File: src/rtl/vga_scanout.sv
// VGA timing generator and framebuffer read pipeline; pins lag the counters by 2 clocks.
// Define VGA_TEST_PATTERN_EN to add pattern_sel and an 8-bar colour test pattern.
module vga_scanout #(
   parameter int H_ACTIVE = 640,
   parameter int H_FP     = 16,
   parameter int H_SYNC   = 96,
   parameter int H_BP     = 48,
   parameter int V_ACTIVE = 480,
   parameter int V_FP     = 10,
   parameter int V_SYNC   = 2,
   parameter int V_BP     = 33
) (
   input  logic        clk,
   input  logic        rst_n,
   input  logic        en,
`ifdef VGA_TEST_PATTERN_EN
   input  logic        pattern_sel,
`endif
   output logic        rd_en,
   output logic [10:0] rd_x,
   output logic [10:0] rd_y,
   input  logic [11:0] rd_data,
   output logic [3:0]  red,
   output logic [3:0]  green,
   output logic [3:0]  blue,
   output logic        hsync,
   output logic        vsync,
   output logic        de,
   output logic        vblank,
   output logic        frame_start
);

   localparam logic [0:0] IDLE = 1'b0;
   localparam logic [0:0] RUN  = 1'b1;

   localparam logic [10:0] H_LAST = 11'(H_ACTIVE + H_FP + H_SYNC + H_BP - 1);
   localparam logic [10:0] V_LAST = 11'(V_ACTIVE + V_FP + V_SYNC + V_BP - 1);
   localparam logic [10:0] H_VIS  = 11'(H_ACTIVE);
   localparam logic [10:0] V_VIS  = 11'(V_ACTIVE);
   localparam logic [10:0] HS_BEG = 11'(H_ACTIVE + H_FP);
   localparam logic [10:0] HS_END = 11'(H_ACTIVE + H_FP + H_SYNC);
   localparam logic [10:0] VS_BEG = 11'(V_ACTIVE + V_FP);
   localparam logic [10:0] VS_END = 11'(V_ACTIVE + V_FP + V_SYNC);

   logic [0:0]  state;
   logic [10:0] h_cnt;
   logic [10:0] v_cnt;
   logic        running;
   logic        visible;
   logic        hs0;
   logic        vs0;
   logic        vis_d1;
   logic        hs_d1;
   logic        vs_d1;
   logic [11:0] pix;

   // en is only looked at in IDLE and on the very last clock of a frame
   always_ff @(posedge clk or negedge rst_n) begin
      if (!rst_n) begin
         state <= IDLE;
         h_cnt <= '0;
         v_cnt <= '0;
      end else if (state == IDLE) begin
         h_cnt <= '0;
         v_cnt <= '0;
         if (en) state <= RUN;
      end else if (h_cnt == H_LAST) begin
         h_cnt <= '0;
         if (v_cnt == V_LAST) begin
            v_cnt <= '0;
            if (!en) state <= IDLE;
         end else begin
            v_cnt <= v_cnt + 11'd1;
         end
      end else begin
         h_cnt <= h_cnt + 11'd1;
      end
   end

   always_comb begin
      running     = (state == RUN);
      visible     = running && (h_cnt < H_VIS) && (v_cnt < V_VIS);
      hs0         = !(running && (h_cnt >= HS_BEG) && (h_cnt < HS_END));
      vs0         = !(running && (v_cnt >= VS_BEG) && (v_cnt < VS_END));
      vblank      = !running || (v_cnt >= V_VIS);
      frame_start = running && (h_cnt == 11'd0) && (v_cnt == 11'd0);
      rd_x        = visible ? h_cnt : 11'd0;
      rd_y        = visible ? v_cnt : 11'd0;
   end

`ifdef VGA_TEST_PATTERN_EN
   logic       pat_d1;
   logic [2:0] bar_d1;

   assign rd_en = visible && !pattern_sel;

   // bar index travels with the pixel so bars share the memory path's latency
   always_ff @(posedge clk or negedge rst_n) begin
      if (!rst_n) begin
         pat_d1 <= 1'b0;
         bar_d1 <= 3'd0;
      end else begin
         pat_d1 <= pattern_sel;
         bar_d1 <= 3'(h_cnt / 11'(H_ACTIVE / 8));
      end
   end

   assign pix = pat_d1 ? {bar_d1[2] ? 4'hF : 4'h0,
                          bar_d1[1] ? 4'hF : 4'h0,
                          bar_d1[0] ? 4'hF : 4'h0} : rd_data;
`else
   assign rd_en = visible;
   assign pix   = rd_data;
`endif

   always_ff @(posedge clk or negedge rst_n) begin
      if (!rst_n) begin
         vis_d1 <= 1'b0;
         hs_d1  <= 1'b1;
         vs_d1  <= 1'b1;
      end else begin
         vis_d1 <= visible;
         hs_d1  <= hs0;
         vs_d1  <= vs0;
      end
   end

   // blanked pixels are forced to black regardless of what memory returned
   always_ff @(posedge clk or negedge rst_n) begin
      if (!rst_n) begin
         red   <= 4'h0;
         green <= 4'h0;
         blue  <= 4'h0;
         de    <= 1'b0;
         hsync <= 1'b1;
         vsync <= 1'b1;
      end else begin
         red   <= vis_d1 ? pix[3:0]  : 4'h0;
         green <= vis_d1 ? pix[7:4]  : 4'h0;
         blue  <= vis_d1 ? pix[11:8] : 4'h0;
         de    <= vis_d1;
         hsync <= hs_d1;
         vsync <= vs_d1;
      end
   end

endmodule

File: config.mk
export PLATFORM = sky130hd
export DESIGN_NAME = vga_scanout
export DESIGN_NICKNAME = d
export VERILOG_FILES = /design/src/rtl/vga_scanout.sv
export SDC_FILE = /design/constraint.sdc
export NUM_CORES = 1
export LEC_CHECK = 0
export CAP_MARGIN = 20
export CORE_MARGIN = 1
export CORE_UTILIZATION = 30
export CTS_CLUSTER_SIZE = 25
export DETAILED_ROUTE_END_ITERATION = 10
export PLACE_DENSITY = 0.55
export SLEW_MARGIN = 25
export SYNTH_ARGS = -nofsm -noshare
export SYNTH_HDL_FRONTEND = slang
export SYNTH_SLANG_ARGS = --single-unit
File: constraint.sdc
create_clock -name clk -period 2.8 [get_ports clk]
set_input_delay 0.7 -clock clk [delete_from_list [all_inputs] [get_ports clk]]
set_output_delay 0.7 -clock clk [all_outputs]
set_load 0.005 [all_outputs]
======== Word level (Yosys, flattened, before mapping) ========
Index checks and enable logic that the tools add are counted.
W data, S select, Z words.
word-level totals
  flip-flop bits (word level) ............. 41
  bits of input ports ..................... 15
  output and inout port bits .............. 40
  logic and storage cells ................. 52
operators by class
  add/subtract/negate cells ............... 2
  magnitude comparators ................... 7
  eq/ne operators ......................... 3
  mux-type cells .......................... 14
  reduce and logical (&&, ||, !) cells .... 14
operators with widths
  kind                     number
  $mux W11                 7
  $add A11 B1 Y11 const B  2
  $eq A11 B10 Y1 const B   2
  $ge A11 B9 Y1 const B    2
  $logic_not A11 Y1        2
  $lt A11 B10 Y1 const B   2
  $lt A11 B9 Y1 const B    2
  $mux W4                  3
  $ge A11 B10 Y1 const B   1
  $logic_and A1 B1 Y1      8
  $mux W1                  4
  $logic_not A1 Y1         3
  $ne A2 B1 Y1 const B     1
  $logic_or A1 B1 Y1       1

======== Logic depth before layout (Yosys ltp) ========
Gate-level depths: netlist of the first run.
  word-level depth ........................ 4
  gate-level depth with buffers ........... 6
  depth with buffers taken out ............ 6

======== Least setup slack after synthesis of the first run ========
Ideal clock, no wire load.
  path type ............................... register to output
  from .................................... register v_cnt[0]
  to ...................................... output port frame_start
  arrival time ............................ 1,661 ps
  data required time ...................... 2,100 ps
  setup slack ............................. 439 ps
  cell stages (with the launch flop) ...... 6
  path buffers ............................ 0
  cells stage by stage .................... dfrtp_1 inv_1 ha_1 or4b_4 or3_4 nor4_1
between the ends
  word-level cells in the longest chain between the ends .. 2
RTL lines
  item                    RTL line  source
  start, declared         47        logic [10:0] v_cnt;
  start signal, assigned  73        v_cnt <= v_cnt + 11'd1;
  $logic_not A11 Y1       86        frame_start = running && (h_cnt == 11'd0) && (v_cnt == 11'd0);
  $logic_and A1 B1 Y1     86
  end, declared           30        output logic frame_start
No other way between the ends.

======== Worst setup path in the final report of the first run ========
  from .................................... register v_cnt[7]
  to ...................................... output port frame_start
The elaborated chain is that of the path after synthesis.

==> impl_metrics.toml, run 1 <==
[synthesis]
ys_seq_area_share_pct = 50.15
synth.cell_area_sq_um = 2056
netlist_top_cells_area = "dfrtp_1, and2_1, dfstp_2"
synth_seq_cells = 41
synthCells = 204
ys_types = 42
syn_area_per_cell_sq_um = 10.08
ys_warn_count = 0
synth_area_leader_cell = "dfrtp_1"
synth_top_area_share_pct = 45.04

[finish]
layout.core_utilization_pct = 46.14
diodes = 0
fin_area_sq_um = 2997
fin_cells = 361
layout_commonest_cell = "dfrtp_1"
fill_cells = 621
drive_above_1_share_pct = 22.54
area_delta_synth_final_pct = 45.77
final_cell_mix = "dfrtp_1, buf_4, clkdlybuf4s50_1"
final_nets = 303

[outcome]
status = "finished with violations"
violations = "design-rule violations"

[critical_path]
slowest_stage = "or4b_4"
crit_path_max_fanout = 2
crit_type = "reg -> out"
path_cells = "buf_4, or4b_4, or3_4, nor4_4, buf_2"
endpoint_kind = "output port"
cp.arrival_ns = 2.09
slowest_delay_ns = 0.54
cp-start-kind = "register"
cp.required_ns = 2.10

[sta]
hold_viol_final = 0
skew_ns = 0.002350
rsz0062_at_grt = "yes"
timing.final.ws_setup_ns = 0.008348
finalCritPeriodShare_pct = 99.70
maxSlewHeadroom_pct = 45.37
slew_violations = 0
setup_viol = 0
clock.fmax_ghz = 0.3582
tightestPinTransition_ns = 0.8125
fin_crit_ns = 2.792

[drt]
wl_mm = 5.327
drtPass1Iterations = 7
wl_per_cell_microns = 14.76
drc_errors = 8
ant_nets = 0
vias = 1785
via_per_inst = 4.945
drt_iter0_drc = 105

[placement]
gp_congestion = 0.8241
port_buffers = 51
place_ws_ns = -0.1144
dp_hpwl_mm = 3.637
place_area_sq_um = 2751
dp_cells = 341

[pwr]
leakagePower_nw = 1.324
peakVddDrop_mv = 0.2223
power_w = 0.001150
powerDensity_nw_per_um2 = 383.6

[floorplan]
die_h_microns = 84.78
dieWidth_microns = 84.78
rows = 29
coreArea_sq_um = 6495
io_pins = 55
die_area_sq_um = 7188
start_util_pct = 31.65

[job]
cap_violations = 0

[global_routing]
grt_pass1_vias = 1756
overflow = 0
grt_antenna_before_repair = 0
grtUsageTotal_pct = 15.66
grt_max_degree = 42
grt_pass1_wl_mm = 8.721

[cts]
clk_pin_slew_ns = 0.08
cts_root_buffer = "clkbuf_8"
cts_buffer_depth = 2
clk_latency_ns = 0.29
cts_hold_buf = 0
cts_buffers = 5
cts_tree = "yes"
clock-sinks = 41
h-tree-depth = 2

[min_path]
min_path_type = "in -> async"
per-layer routing:
layer | vias to the layer above | track usage [%] | wire (microns)
met5 | - | 0 | 0
met4 | 0 | 6.317 | 55
met3 | 4 | 3.441 | 354
met2 | 81 | 23.36 | 2293
met1 | 827 | 22.03 | 2624
li1 | 873 | - | -
state kept, by name, indices dropped and copies added (netlist names):
signal,cells
blue,4
de,1
green,4
h_cnt,11
hs_d1,1
hsync,1
red,4
running,1
v_cnt,11
vis_d1,1
vs_d1,1
vsync,1
metrics by stage:
| step | hold slack [ns] | TNS (ns) |
|---|---|---|
| floorplan | 0.3452 | 0 |
| global placement | 0.3463 | -0.1224 |
| detailed placement | 0.3478 | -0.1144 |
| CTS | 0.3583 | 0 |
| global route | 0.3562 | -0.06722 |
| finish | 0.3558 | 0 |
power by group:
group	leakage (nW)	internal, W	switching [W]
Clock	0.0543	0.000267	0.000220
Combinational	0.768	0.0000390	0.0000209
Sequential	0.501	0.000600	0.00000200
critical path, delay by kind of cell (launching register included):
kind	cells	cell delay, ns
and+or+nand+nor	3	1.09
buffers and inverters	2	0.30
DFF	1	0.40
what timing repair did:
| action | 4_1_cts | 5_1_grt |
|---|---|---|
| endpoints found under the setup margin | 21 | 10 |
| cloned | 1 | 0 |
| gates resized for setup | 42 | 11 |
| setup buffers | 8 | 3 |
| pin swaps | 2 | 0 |
kinds of logic (layout without fill, tap and decap cells):
| group | count (synthesis) | in the layout | synth area share, % |
|---|---|---|---|
| and+or+nand+nor | 100 | 100 | 29.22 |
| DFF | 41 | 41 | 50.15 |
| AOI/OAI and AO/OA | 29 | 29 | 9.617 |
| buffers and inverters | 20 | 98 | 4.382 |
| xor gates and xnor gates | 8 | 8 | 3.409 |
| adders and majority gates | 5 | 5 | 3.043 |
| other | 1 | 3 | 0.1824 |
layout make-up:
cell class | count | area [sq um] | share of cell area (%)
clock buffers | 5 | 68.82 | 2.296
flip-flops and latches | 41 | 1031 | 34.41
inverters | 7 | 26.28 | 0.8768
repair buffers | 83 | 745.7 | 24.89
clock inverters | 3 | 46.29 | 1.545
well taps | 77 | 96.34 | 3.215
multi-input cells | 145 | 982.2 | 32.78
cell usage after synthesis, drive strengths merged:
cell     count
dfrtp       37
and2        27
nor2        14
or3         12
a21oi        9
nand2        9
o21ai        9
clkbuf       8
inv          7
nor4         7
nand4        6
xor2         6
buf          5
ha           5
nand3        5
and4         4
dfstp        4
o31ai        4
and3         3
nand3b       2
nand4b       2
nor3         2
nor4b        2
xnor2        2
a21o         1
a22o         1
conb         1
nand2b       1
nand4bb      1
nor3b        1
o2111ai      1
o21a         1
o22ai        1
o31a         1
o41ai        1
or2          1
or4b         1
worst paths after layout:
kind / startpoint / end / slack, ns / depth (start not counted)
hold reg to reg: hs_d1 / hsync / 0.36 / 0
max in group asynchronous: rst_n / hs_d1 / 1.90 / 2
hold / removal: rst_n / blue[3] / 0.36 / 1
setup reg to reg: v_cnt[7] / v_cnt[8] / 0.60 / 5
min in group clk: hs_d1 / hsync / 0.36 / 0
setup / recovery: v_cnt[7] / frame_start / 0.008 / 5
No activity file was read; power rests on OpenSTA's default activity.
==> inputs of run 2 (changes only) <==
TNS_END_PERCENT = 20   (was unset)
clock period = 2.9 ns   (was 2.8 ns; I/O delays follow)
==> run 2 against run 1 <==
Net effect:
- non-clock buffer count down 9
- combinational power down 10%
- the run still ends with design-rule violations left
- power down 5.1%
==> impl_metrics.toml, run 2 (synthesized netlist as in run 1, its figures left out) <==
[global_routing]
grt_max_degree = 42
global_route.usage.met2_pct = 22.39
gr-usage-met1_pct = 22.11
grtUsageTotal_pct = 15.66
grt_pass1_vias = 1702
grt_pass1_wl_mm = 8.687
overflow = 0
use_met3_pct = 4.228
grt_most_used_layer = "met2"
grt_antenna_before_repair = 0

[drt]
wl_mm = 5.222
via_per_inst = 5.003
drc_errors = 8
ant_nets = 0
drt_iter0_drc = 85
wl_per_cell_microns = 14.84
drtPass1Iterations = 7
vias = 1761

[floorplan]
coreArea_sq_um = 6495
io_pins = 55
die_area_sq_um = 7188
rows = 29
start_util_pct = 31.65
dieWidth_microns = 84.78
die_h_microns = 84.78

[finish]
diodes = 0
final_nets = 294
fin_cells = 352
reg_top3 = "h_cnt: 11 flops, v_cnt: 11 flops"
layout.core_utilization_pct = 44.40
drive_above_1_share_pct = 16.00
layout_commonest_cell = "dfrtp_1"
final_cell_mix = "dfrtp_1, clkdlybuf4s50_1, and2_1"
area_delta_synth_final_pct = 40.29

[sta]
slew_violations = 0
finalCritPeriodShare_pct = 97.12
timing.final.ws_setup_ns = 0.08347
fin_crit_ns = 2.817
maxSlewHeadroom_pct = 62.00
clock.fmax_ghz = 0.3550
tightestPinTransition_ns = 0.5638
hold_viol_final = 0
rsz0062_at_grt = "no"
skew_ns = 0.007671
setup_viol = 0
timing.hold.ws_ns = 0.3570

[outcome]
violations = "design-rule violations"
status = "finished with violations"

[critical_path]
cp.required_ns = 2.17
crit_path_max_fanout = 2
cp.arrival_ns = 2.09
r2r-start = "v_cnt[0]"
cp-start-kind = "register"
crit_type = "reg -> out"
endpoint_kind = "output port"
startpoint = "v_cnt[0]"

[cts]
clk_pin_slew_ns = 0.07
cts_root_buffer = "clkbuf_8"
clock-sinks = 41
cts_buffer_depth = 2
cts_buffers = 5
h-tree-depth = 2
clk_latency_ns = 0.30
cts_tree = "yes"

[placement]
dp_cells = 341
port_buffers = 51
place_ws_ns = -0.1170
dp_hpwl_mm = 3.651
gp_congestion = 0.8632

[pwr]
leakagePower_nw = 1.279
peakVddDrop_mv = 0.1601
powerDensity_nw_per_um2 = 378.2

[min_path]
min_path_type = "reg -> reg"
worstHoldStart = "vs_d1"

[job]
cap_violations = 0
## run 2: changes by cell type in the layout (fill, tap and decap cells not counted), sizes merged
| cell | previous run | this run |
|---|---|---|
| clkbuf | 5 | 6 |
| buf | 38 | 25 |
| clkinvlp | 1 | 0 |
| clkdlybuf4s15 | 1 | 0 |
| dlygate4sd2 | 14 | 19 |
## run 2: layout make-up
cell class                 instances  area [sq um]
fill                             634          3611
sequential                        41          1031
multi-input combinational        145         968.4
timing repair buffer              74         654.4
tap                               77         96.34
clock buffer                       6         72.57
clock inverter                     2         35.03
inverter                           7         26.28
## run 2: metrics by stage
stage	instance area (sq um)	TNS (ns)	total power [W]
final	2884	0	0.001091
after global routing	2884	0	0.001139
after CTS	2864	0	0.001108
after detailed placement	2751	-0.1170	0.0006473
after global placement	2751	-0.04782	0.0006478
after floorplan	2063	0	0.0006043
## run 2: final timing paths
path / end / slack (ns) / cells past startpoint
worst max-delay path: frame_start / 0.08 / 6
worst min-delay path: vsync / 0.36 / 0
worst max register to register: v_cnt[0] / 0.71 / 6
worst min register to register: vsync / 0.36 / 0
max in group asynchronous: vs_d1 / 2.12 / 1
min in group asynchronous: h_cnt[4] / 0.40 / 1
## run 2: power by group
part | switching [W] | leakage, nW | internal (W)
clock network | 0.000200 | 0.0552 | 0.000256
logic | 0.0000194 | 0.723 | 0.0000343
registers | 0.00000185 | 0.501 | 0.000580
total | 0.000221 | 1.28 | 0.000870
## run 2: worst max-delay path: stages, from the launching register on
cell	delay [ns]
dfrtp_1	0.38
inv_1	0.08
ha_1	0.16
or4b_4	0.48
or3_4	0.38
nor4_4	0.17
buf_2	0.16
## run 2: what timing repair did
item / in CTS / in global routing
hold buffers: 0 / 0
gates cloned: 1 / 0
pin swaps: 2 / 1
setup endpoints to repair: 20 / 1
resized for setup: 29 / 1
setup buffers: 0 / 2
## run 2: metal layers
layer | share of wire (%) | vias up
met2 | 41 | 71
met1 | 50 | 830
met4 | 2.4 | 0
met5 | 0 | -
li1 | - | 848
met3 | 6.9 | 12
